### src/rtl/sum_accumulator_pkg.sv
`default_nettype none
// ============================================================================
// Module   : sum_accumulator_pkg
// Brief    : Shared types, default parameters and the saturating adder helper
//            for the sum_accumulator block.
// Revision : 1.0 - initial release
// ============================================================================
package sum_accumulator_pkg;

  // Batch controller states: IDLE (cnt=0), ACCUM (partial batch), HOLD (result waiting)
  typedef enum logic [1:0] {
    IDLE  = 2'd0,
    ACCUM = 2'd1,
    HOLD  = 2'd2
  } state_t;

  localparam int unsigned C_DATA_W_DEF  = 16;
  localparam int unsigned C_ACC_W_DEF   = 18;
  localparam int unsigned C_COUNT_N_DEF = 8;

  // Working width of the saturating helper; callers zero-extend into it and
  // truncate the result back to their accumulator width.
  localparam int unsigned C_SAT_W = 64;

  typedef struct packed {
    logic               ovf;
    logic [C_SAT_W-1:0] value;
  } sat_res_t;

  // Unsigned add that clamps at 2^acc_w-1 and reports whether it clamped.
  function automatic sat_res_t sat_add(input logic [C_SAT_W-1:0] acc,
                                       input logic [C_SAT_W-1:0] data,
                                       input int unsigned        acc_w);
    logic [C_SAT_W:0] sum;
    logic [C_SAT_W:0] max_val;
    sat_res_t         res;
    sum     = {1'b0, acc} + {1'b0, data};
    max_val = (65'd1 << acc_w) - 65'd1;
    if (sum > max_val) begin
      res.ovf   = 1'b1;
      res.value = max_val[C_SAT_W-1:0];
    end else begin
      res.ovf   = 1'b0;
      res.value = sum[C_SAT_W-1:0];
    end
    return res;
  endfunction

endpackage
`default_nettype wire

### src/rtl/sum_accumulator_ctrl.sv
`default_nettype none
// ============================================================================
// Module   : sum_accumulator_ctrl
// Brief    : Batch FSM, sample counter and valid/ready handshake logic.
//            Emits one-hot-ish datapath strobes for the accumulator in the top.
// Revision : 1.0 - initial release
// ============================================================================
module sum_accumulator_ctrl
  import sum_accumulator_pkg::*;
#(
  parameter int unsigned COUNT_N = C_COUNT_N_DEF,
  parameter int unsigned CNT_W   = $clog2(C_COUNT_N_DEF + 1)
) (
  input  logic             clk,
  input  logic             rst_n,
  input  logic             in_valid,
  input  logic             flush,
  input  logic             out_ready,
  output logic             in_ready,
  output logic             out_valid,
  output logic             start,     // acc <= in_data (first sample of a batch)
  output logic             accum,     // acc <= acc + in_data
  output logic             close,     // batch completes this cycle; latch outputs
  output logic             clear,     // result consumed with no new sample
  output logic [CNT_W-1:0] cnt_next
);

  localparam logic             c_single = (COUNT_N == 1);
  localparam logic [CNT_W-1:0] c_full   = CNT_W'(COUNT_N);
  localparam logic [CNT_W-1:0] c_one    = CNT_W'(1);

  state_t           r_state;
  state_t           w_state_next;
  logic [CNT_W-1:0] r_cnt;
  logic             r_out_valid;
  logic             w_in_fire;
  logic             w_out_fire;

  // A waiting result blocks input unless the sink takes it the same cycle.
  assign in_ready   = (r_state != HOLD) | out_ready;
  assign w_in_fire  = in_valid & in_ready;
  assign w_out_fire = r_out_valid & out_ready;
  assign out_valid  = r_out_valid;

  // Next-state, counter and datapath strobe decode.
  always_comb begin
    w_state_next = r_state;
    cnt_next     = r_cnt;
    start        = 1'b0;
    accum        = 1'b0;
    close        = 1'b0;
    clear        = 1'b0;
    case (r_state)
      IDLE: begin
        if (w_in_fire) begin
          start        = 1'b1;
          cnt_next     = c_one;
          close        = c_single | flush;
          w_state_next = close ? HOLD : ACCUM;
        end
      end
      ACCUM: begin
        if (w_in_fire) begin
          accum    = 1'b1;
          cnt_next = r_cnt + c_one;
        end
        close = (cnt_next == c_full) | flush;
        if (close) begin
          w_state_next = HOLD;
        end
      end
      HOLD: begin
        if (w_out_fire) begin
          if (w_in_fire) begin
            start        = 1'b1;
            cnt_next     = c_one;
            close        = c_single | flush;
            w_state_next = close ? HOLD : ACCUM;
          end else begin
            clear        = 1'b1;
            cnt_next     = '0;
            w_state_next = IDLE;
          end
        end
      end
      default: begin
        clear        = 1'b1;
        cnt_next     = '0;
        w_state_next = IDLE;
      end
    endcase
  end

  // State, sample counter and registered out_valid.
  always_ff @(posedge clk or negedge rst_n) begin
    if (!rst_n) begin
      r_state     <= IDLE;
      r_cnt       <= '0;
      r_out_valid <= 1'b0;
    end else begin
      r_state     <= w_state_next;
      r_cnt       <= cnt_next;
      r_out_valid <= (w_state_next == HOLD);
    end
  end

endmodule
`default_nettype wire

### src/rtl/sum_accumulator.sv
`default_nettype none
// ============================================================================
// Module   : sum_accumulator
// Brief    : Accumulates COUNT_N unsigned samples (or fewer on flush) and
//            presents the batch total and sample count on a valid/ready port.
//            Build option SUM_ACCUMULATOR_SAT_EN: saturating accumulation plus
//            a sticky per-batch overflow flag on out_sat. Without it the sum
//            wraps modulo 2^ACC_W and out_sat is absent.
// Revision : 1.0 - initial release
// ============================================================================
module sum_accumulator
  import sum_accumulator_pkg::*;
#(
  parameter int unsigned DATA_W  = C_DATA_W_DEF,
  parameter int unsigned ACC_W   = C_ACC_W_DEF,
  parameter int unsigned COUNT_N = C_COUNT_N_DEF
) (
  input  logic                             clk,
  input  logic                             rst_n,
  input  logic                             in_valid,
  output logic                             in_ready,
  input  logic [DATA_W-1:0]                in_data,
  input  logic                             flush,
  output logic                             out_valid,
  input  logic                             out_ready,
  output logic [ACC_W-1:0]                 out_data,
`ifdef SUM_ACCUMULATOR_SAT_EN
  output logic                             out_sat,
`endif
  output logic [$clog2(COUNT_N+1)-1:0]     out_count
);

  localparam int unsigned CNT_W = $clog2(COUNT_N + 1);

  logic             w_start;
  logic             w_accum;
  logic             w_close;
  logic             w_clear;
  logic [CNT_W-1:0] w_cnt_next;

  logic [ACC_W-1:0] r_acc;
  logic [ACC_W-1:0] w_acc_next;
  logic [ACC_W-1:0] w_acc_sum;
  logic [ACC_W-1:0] r_out_data;
  logic [CNT_W-1:0] r_out_count;

  sum_accumulator_ctrl #(
    .COUNT_N (COUNT_N),
    .CNT_W   (CNT_W)
  ) u_ctrl (
    .clk       (clk),
    .rst_n     (rst_n),
    .in_valid  (in_valid),
    .flush     (flush),
    .out_ready (out_ready),
    .in_ready  (in_ready),
    .out_valid (out_valid),
    .start     (w_start),
    .accum     (w_accum),
    .close     (w_close),
    .clear     (w_clear),
    .cnt_next  (w_cnt_next)
  );

`ifdef SUM_ACCUMULATOR_SAT_EN
  sat_res_t w_sat_res;
  logic     r_sat;
  logic     w_sat_next;
  logic     r_out_sat;

  assign w_sat_res = sat_add(C_SAT_W'(r_acc), C_SAT_W'(in_data), ACC_W);
  assign w_acc_sum = ACC_W'(w_sat_res.value);

  // Sticky overflow flag, restarted with every new batch.
  always_comb begin
    w_sat_next = r_sat;
    if (w_clear || w_start) begin
      w_sat_next = 1'b0;
    end else if (w_accum) begin
      w_sat_next = r_sat | w_sat_res.ovf;
    end
  end

  // Overflow flag register and its output copy, captured with the batch total.
  always_ff @(posedge clk or negedge rst_n) begin
    if (!rst_n) begin
      r_sat     <= 1'b0;
      r_out_sat <= 1'b0;
    end else begin
      r_sat <= w_sat_next;
      if (w_close) begin
        r_out_sat <= w_sat_next;
      end
    end
  end

  assign out_sat = r_out_sat;
`else
  assign w_acc_sum = r_acc + ACC_W'(in_data);
`endif

  // Accumulator next value: restart, add, or clear after the result is taken.
  always_comb begin
    w_acc_next = r_acc;
    if (w_clear) begin
      w_acc_next = '0;
    end else if (w_start) begin
      w_acc_next = ACC_W'(in_data);
    end else if (w_accum) begin
      w_acc_next = w_acc_sum;
    end
  end

  // Accumulator and output registers; outputs load the final batch values.
  always_ff @(posedge clk or negedge rst_n) begin
    if (!rst_n) begin
      r_acc       <= '0;
      r_out_data  <= '0;
      r_out_count <= '0;
    end else begin
      r_acc <= w_acc_next;
      if (w_close) begin
        r_out_data  <= w_acc_next;
        r_out_count <= w_cnt_next;
      end
    end
  end

  assign out_data  = r_out_data;
  assign out_count = r_out_count;

endmodule
`default_nettype wire

### config.mk
export PLATFORM = sky130hd
export DESIGN_NAME = sum_accumulator
export DESIGN_NICKNAME = d
export VERILOG_FILES = /design/src/rtl/sum_accumulator_pkg.sv /design/src/rtl/sum_accumulator_ctrl.sv /design/src/rtl/sum_accumulator.sv
export SDC_FILE = /design/constraint.sdc
export NUM_CORES = 1
export LEC_CHECK = 0
export BUFFER_PORTS_ARGS = -buffer_cell sky130_fd_sc_hd__buf_2
export CORE_MARGIN = 3
export CORE_UTILIZATION = 55
export DETAILED_ROUTE_END_ITERATION = 10
export PLACE_DENSITY = 0.76
export SLEW_MARGIN = 20
export SYNTH_ARGS = -nofsm -noshare
export SYNTH_HDL_FRONTEND = slang
export SYNTH_SLANG_ARGS = --single-unit
### constraint.sdc
create_clock -name clk -period 2.95 [get_ports clk]
set_input_delay 0.4425 -clock clk [delete_from_list [all_inputs] [get_ports clk]]
set_output_delay 0.4425 -clock clk [all_outputs]
set_load 0.02 [all_outputs]
==> out/qor.csv, run 1 <==
stage,metric,value,unit
synth,post-synth top area cell,dfrtp_1,
pwr,Peak VDD IR,0.515,mV
timing,Fin Setup TNS,0,ns
routing,via count,2836,
clock_network,Post-CTS Resized,0,
layout,Multi-input gate area,1930,um^2
pwr,Power Density,1010,nW/um^2
synth,most used flip-flop cell after synthesis,dfrtp_1,
synth,register area share after synthesis,36.1,%
synth,Synth cell types,65,
die,Cell Rows,27,
layout,share of post-route cells with drive strength above 1,23.3,%
clock_network,H-tree depth,2,
pwr,logic gate share of total power,59.5,%
pwr,Leak,1.69,nW
routing,First-pass DRT Iterations,6,
synth,syn nets,380,
placement,dpl ws,0.315,ns
layout,"commonest non-fill, non-tap cell in the layout",dfrtp_1,
synth,Synth Area per Inst,9.57,um^2
timing,worst setup margin,0.494,ns
worst_setup_path,crit path kind,reg -> reg,
placement,placed insts,446,
clock_network,clock sinks,47,
synth,Yosys reg bits,47,
routing,wire per inst,17.6,um
synth,xor/xnor share of the synthesized area,1.61,%
layout,Ant. Diodes,0,
timing,post-layout min period,2.46,ns
synth,synth warn,0,
global_route,largest net degree at the start of global routing,48,
routing,final wirelength,7990,um
clock_network,Clock Tree Buf Depth,2,
synth,Post-Synth Adder-Cell Area,7.54,%
timing,unrepaired setup endpoints after global routing,false,
synth,ranking of synthesized cells by area,"dfrtp_1, ha_1, mux2_4",
layout,area grow syn2layout,10.8,%
worst_hold_path,hold crit path type,in -> async,
timing,worst slew pin tran,0.593,ns
synth,simple logic cell fraction of the synthesized area,15.0,%
routing,vias per cell,6.25,
timing,Final setup viols,0,
layout,Seq. cell area,1180,um^2
synth,compound-cell area share of the yosys netlist,26.5,%
pwr,NetSw,1.66,mW
timing,slew margin rel.,60.5,%
layout,Final nets,421,
die,die width,82.9,um
layout,Final Non-Filler Cells,454,
die,initial core utilization,58.0,%
clock_network,CTS Root Cell,clkbuf_8,
worst_setup_path,Crit Path Max Fanout,5,
run_status,status,"finished, final reports clean",
global_route,total global routing overflow,0,
timing,fin crit share,83.2,%
clock_network,post-CTS setup buffer count,0,
layout,most frequent cells in the layout,"dfrtp_1, buf_2, nand2_1",
global_route,first-pass GRT wire length,13600,um
global_route,initial antenna violation count,0,
clock_network,Num CTS Buffers,5,
timing,"Slew Viols, Final",0,
synth,post-synthesis mux area share,8.73,%
flow_run,maxcap violations,0,
routing,DRC,0,
clock_network,Worst-Skew Late Latency,0.31,ns
layout,"Core Util, Final",64.3,%
die,die area,6880,um^2
clock_network,clock-pin slew on the worst setup and hold paths,0.10,ns
timing,Final Skew,0.0107,ns
clock_network,CTS tree,done,
worst_setup_path,CP Launch Type,flip-flop,
synth,largest family of logic cells by synthesized area,compound AO/OA/AOI/OAI gates,
synth,Post-Synthesis Cell Area,3250,um^2
placement,routability cong.,0.896,
worst_setup_path,CP arrival,2.66,ns
pwr,switch share,45.5,%
synth,area share of the largest cell type after synthesis,36.1,%
timing,Final Hold Viols,0,
worst_setup_path,Critical Path Sink Type,flip-flop,
pwr,Seq pwr share,29.4,%
worst_setup_path,WP data required,3.15,ns
die,num ports,45,
pwr,Int Power,1.99,mW
layout,# fillers,492,
placement,detailed-placement wirelength estimate,5800,um
placement,IO buf count,44,
routing,post-route ant nets,0,
pwr,clock share of power,11.2,%
synth,Cells after Synth,340,
synth,number of flops mapped to enable cells by yosys,0,
synth,Post-synth ARST share,100,%
timing,fmax,407,MHz
die,Die Y,82.9,um
clock_network,hold_buf cts,0,
routing,initial detailed-routing violation count,215,
die,core area,5610,um^2
global_route,GRT Util Overall,23.9,%
global_route,vias in the first global route,2788,
path summary, 6_finish.rpt:
| kind | start | end | slack, ns | depth (start not counted) |
|---|---|---|---|---|
| worst min register to register | out_data[15] | out_data[15] | 0.51 | 1 |
| max in group asynchronous | rst_n | r_acc[5] | 2.42 | 1 |
| min in group clk | flush | u_ctrl.r_state[0] | 0.30 | 2 |
| worst min-delay path | rst_n | u_ctrl.r_state[1] | 0.13 | 1 |
| worst max register to register | r_acc[0] | out_data[14] | 0.49 | 9 |
| worst max-delay path | r_acc[0] | out_data[14] | 0.49 | 9 |
per-stage QoR:
stage	hold slack (ns)	cell area [um^2]	power, mW
after floorplan	0.147	3250	2.71
after global placement	0.488	3510	3.18
after detailed placement	0.490	3510	3.23
after CTS	0.303	3600	3.64
after global routing	0.170	3600	3.95
final	0.128	3600	3.65
state kept, by name, summed over array words and instances (netlist names):
name / cells
u_ctrl.out_valid: 1
u_ctrl.r_state: 2
out_data: 18
r_acc: 18
out_count: 4
u_ctrl.r_cnt: 4
power by group through the flow:
stage / clock network, mW / logic (mW) / registers [mW]
after CTS: 0.413 / 2.16 / 1.07
final: 0.407 / 2.17 / 1.07
after global routing: 0.449 / 2.39 / 1.11
after global placement: 0 / 2.11 / 1.07
after floorplan: 0 / 1.50 / 1.21
after detailed placement: 0 / 2.15 / 1.08
area by class of cell:
class	instances	share of cell area, %
Clock buffer	5	1.91
Timing Repair Buffer	50	7.43
Sequential cell	47	32.6
Clock inverter	3	0.625
Multi-Input combinational cell	265	53.7
Tap cell	72	2.50
Inverter	12	1.25
Yosys cell counts, types with 3 or more instances:
cell type  instances
ha_1              18
mux2i_1            4
nand3_1            7
o21ai_0           23
a31oi_1            3
and3_1             5
nor3_1             4
buf_2              3
xnor2_1            4
o21a_1            11
nand4_1            5
o211ai_1           6
nor2_1            22
nand2_1           27
nor2b_1            5
a22oi_1            9
inv_1             12
o22a_1             3
dfrtp_1           47
mux2_2             3
a21o_1             6
o22ai_1            7
mux2_4            14
clkbuf_1           9
or3_1              4
a21oi_1           26
o31ai_1            5
per-layer routing:
| layer | track usage (%) | vias up | share of wire, % |
|---|---|---|---|
| met3 | 6.05 | 21 | 6.2 |
| met5 | 0 | - | 0 |
| li1 | - | 1361 | - |
| met1 | 32.7 | 1336 | 47 |
| met2 | 37.0 | 118 | 45 |
| met4 | 7.88 | 0 | 2.3 |
critical path, stage by stage (launching register included):
cell	delay, ns
dfrtp_1	0.36
ha_1	0.20
inv_1	0.07
fa_1	0.37
nor2b_1	0.24
o2111ai_2	0.21
a21oi_1	0.33
or4_1	0.16
nand4_1	0.12
mux2_4	0.29
cell families (layout without fill, tap and decap cells):
| kind of cell | after synthesis | count (layout) |
|---|---|---|
| simple gates | 95 | 95 |
| compound gates | 124 | 124 |
| fa+ha+maj | 19 | 19 |
| xor+xnor | 6 | 6 |
| flops | 47 | 47 |
| mux | 21 | 21 |
| buf+inv | 28 | 70 |
No activity file was read; power rests on OpenSTA's default activity.
==> inputs of run 2 (changes only) <==
--- a/config.mk
+++ b/config.mk
@@ -5,6 +5,7 @@
 export SDC_FILE = /design/constraint.sdc
 export NUM_CORES = 1
 export LEC_CHECK = 0
+export ABC_AREA = 1
 export BUFFER_PORTS_ARGS = -buffer_cell sky130_fd_sc_hd__buf_2
 export CORE_MARGIN = 3
 export CORE_UTILIZATION = 55
==> constraint.sdc (replaced) <==
create_clock -name clk -period 2.5 [get_ports clk]
set_input_delay 0.375 -clock clk [delete_from_list [all_inputs] [get_ports clk]]
set_output_delay 0.375 -clock clk [all_outputs]
set_load 0.02 [all_outputs]
==> run 2 against run 1 <==
Effect of this change:
- maximum frequency increased by 16%
- final area increased by 5.9%
- worst setup slack got worse by 0.11 ns
- via count increased by 12%
- synthesized cell count increased by 38%
- sequential power increased by 23%
- combinational power increased by 29%
- clock-buffer cell count unchanged
- wire length increased by 7.9%
- first-iteration DRC count decreased by 9.8%
==> out/qor.csv, run 2 <==
stage,metric,value,unit
global_route,vias in the first global route,3079,
pwr,Power Density,1260,nW/um^2
placement,IO buf count,44,
routing,final wirelength,8620,um
clock_network,Post-CTS Resized,0,
worst_setup_path,crit path cell chain,inv_2 -> nor2_4 -> nand2_4 -> nand2_8 -> ha_1 -> nor2_1 -> nand2_2 -> nand2_2 -> nand2_4 -> nand2_8 -> nand3_1 -> nand2_1,
synth,number of flops mapped to enable cells by yosys,0,
synth,Post-synth ARST share,100,%
worst_setup_path,CP Launch Type,flip-flop,
global_route,largest net degree at the start of global routing,26,
layout,area grow syn2layout,11.0,%
clock_network,CTS Root Cell,clkbuf_8,
synth,post-synth top area cell,dfrtp_1,
die,die area,7240,um^2
clock_network,clock sinks,47,
worst_hold_path,hold crit path type,in -> async,
clock_network,clock-pin slew on the worst setup and hold paths,0.10,ns
synth,Cells after Synth,470,
routing,DRC,0,
die,initial core utilization,57.4,%
placement,detailed-placement wirelength estimate,6380,um
synth,area share of the largest cell type after synthesis,34.2,%
clock_network,CTS tree,done,
run_status,status,"finished, final reports clean",
routing,wire per inst,14.6,um
die,core area,5990,um^2
routing,vias per cell,5.40,
routing,post-route ant nets,0,
synth,Synth Area per Inst,7.32,um^2
die,Die Y,85.1,um
timing,"Slew Viols, Final",0,
clock_network,post-CTS setup buffer count,0,
layout,Final nets,554,
clock_network,Num CTS Buffers,5,
global_route,total global routing overflow,0,
timing,Final Skew,0.00748,ns
clock_network,Clock Tree Buf Depth,2,
worst_setup_path,CP arrival,2.37,ns
timing,Final Hold Viols,0,
global_route,first-pass GRT wire length,14400,um
clock_network,hold_buf cts,0,
timing,slew margin rel.,62.3,%
timing,worst setup margin,0.383,ns
timing,worst slew pin tran,0.566,ns
die,Cell Rows,28,
worst_setup_path,WP data required,2.75,ns
synth,syn nets,510,
synth,most used flip-flop cell after synthesis,dfrtp_1,
pwr,Peak VDD IR,0.609,mV
flow_run,maxcap violations,0,
layout,Ant. Diodes,0,
timing,post-layout min period,2.12,ns
timing,Final setup viols,0,
routing,initial detailed-routing violation count,194,
die,die width,85.1,um
worst_setup_path,Crit Path Max Fanout,25,
pwr,Leak,2.07,nW
synth,most frequent cells after synthesis,"nand2_1, nand3_1, inv_1, dfrtp_1, nor2_1",
clock_network,H-tree depth,2,
placement,dpl ws,0.333,ns
worst_setup_path,"slowest stage delay, CP",0.48,ns
layout,most frequent cells in the layout,"nand2_1, nand3_1, inv_1",
synth,Synth cell types,39,
synth,register area share after synthesis,34.2,%
synth,synth warn,0,
worst_setup_path,"Slowest-stage cell, CP",dfrtp_1,
synth,most frequent cell after synthesis,nand2_1,
clock_network,Worst-Skew Late Latency,0.31,ns
placement,routability cong.,0.958,
layout,share of post-route cells with drive strength above 1,20.8,%
worst_setup_path,crit path kind,reg -> reg,
timing,fmax,472,MHz
synth,Post-Synthesis Cell Area,3440,um^2
global_route,GRT Util Overall,24.6,%
synth,ranking of synthesized cells by area,"dfrtp_1, nand2_1, nand3_1",
worst_setup_path,Critical Path Sink Type,flip-flop,
timing,Fin Setup TNS,0,ns
routing,via count,3186,
global_route,initial antenna violation count,0,
routing,First-pass DRT Iterations,4,
die,num ports,45,
layout,# fillers,546,
layout,"commonest non-fill, non-tap cell in the layout",nand2_1,
timing,unrepaired setup endpoints after global routing,false,
synth,Yosys reg bits,47,
timing,fin crit share,84.7,%
==> run 2: area by class of cell <==
type                    count  area [um^2]  area share, %
multi-input cells         356         1930           50.5
flip-flops and latches     47         1180           30.8
repair buffers             49          270           7.08
inverters                  55          209           5.48
well taps                  75         93.8           2.46
clock inverters             3         71.3           1.87
clock buffers               5         68.8           1.80
==> run 2: kinds of logic (layout without fill, tap and decap cells) <==
logic type / Yosys count / in the layout / synth area share (%)
adders and majority gates: 19 / 19 / 7.13
xor gates and xnor gates: 5 / 5 / 1.27
AOI/OAI and AO/OA: 66 / 66 / 10.9
DFF: 47 / 47 / 34.2
and+or+nand+nor: 266 / 266 / 36.8
buffers and inverters: 67 / 112 / 9.75
==> run 2: worst paths after layout <==
kind,startpoint,to,slack (ns),cells past startpoint
worst max-delay path,u_ctrl.r_state[1],out_data[11],0.38,12
worst min-delay path,rst_n,r_acc[14],0.04,1
worst max register to register,u_ctrl.r_state[1],out_data[11],0.38,12
worst min register to register,out_count[3],out_count[3],0.52,2
max in group asynchronous,rst_n,r_acc[8],1.93,2
min in group clk,flush,u_ctrl.r_state[0],0.31,2
==> run 2: report_power, final <==
part           internal, mW  switching [mW]  total, mW  leakage, nW
logic                 0.978            1.83       2.81         1.41
registers              1.09           0.229       1.32        0.594
clock network         0.406           0.298      0.704       0.0703
total                  2.47            2.35       4.82         2.07
==> run 2: metrics by stage <==
stage	instance area [um^2]	util (%)	hold slack (ns)	total power, mW	std cells
2_1_floorplan	3440	-	0.0794	3.46	470
3_3_place_gp	3680	61.4	0.396	4.03	582
3_5_place_dp	3680	61.4	0.397	4.10	582
4_1_cts	3820	63.7	0.0503	4.82	590
5_1_grt	3820	63.7	0.0750	5.26	590
6_report	3820	63.7	0.0426	4.82	590
==> run 2: routing by layer <==
layer / GRT usage, % / share of wire [%]
met2: 40.1 / 46
met5: 0 / 0
met3: 3.79 / 7.4
met1: 34.4 / 45
met4: 6.33 / 1.6
==> run 2: critical path, delay by kind of cell, from the launching register on <==
kind          cells  cell delay, ns
simple gates     10            1.24
flops             1            0.48
fa+ha+maj         1            0.25
buf+inv           1            0.08
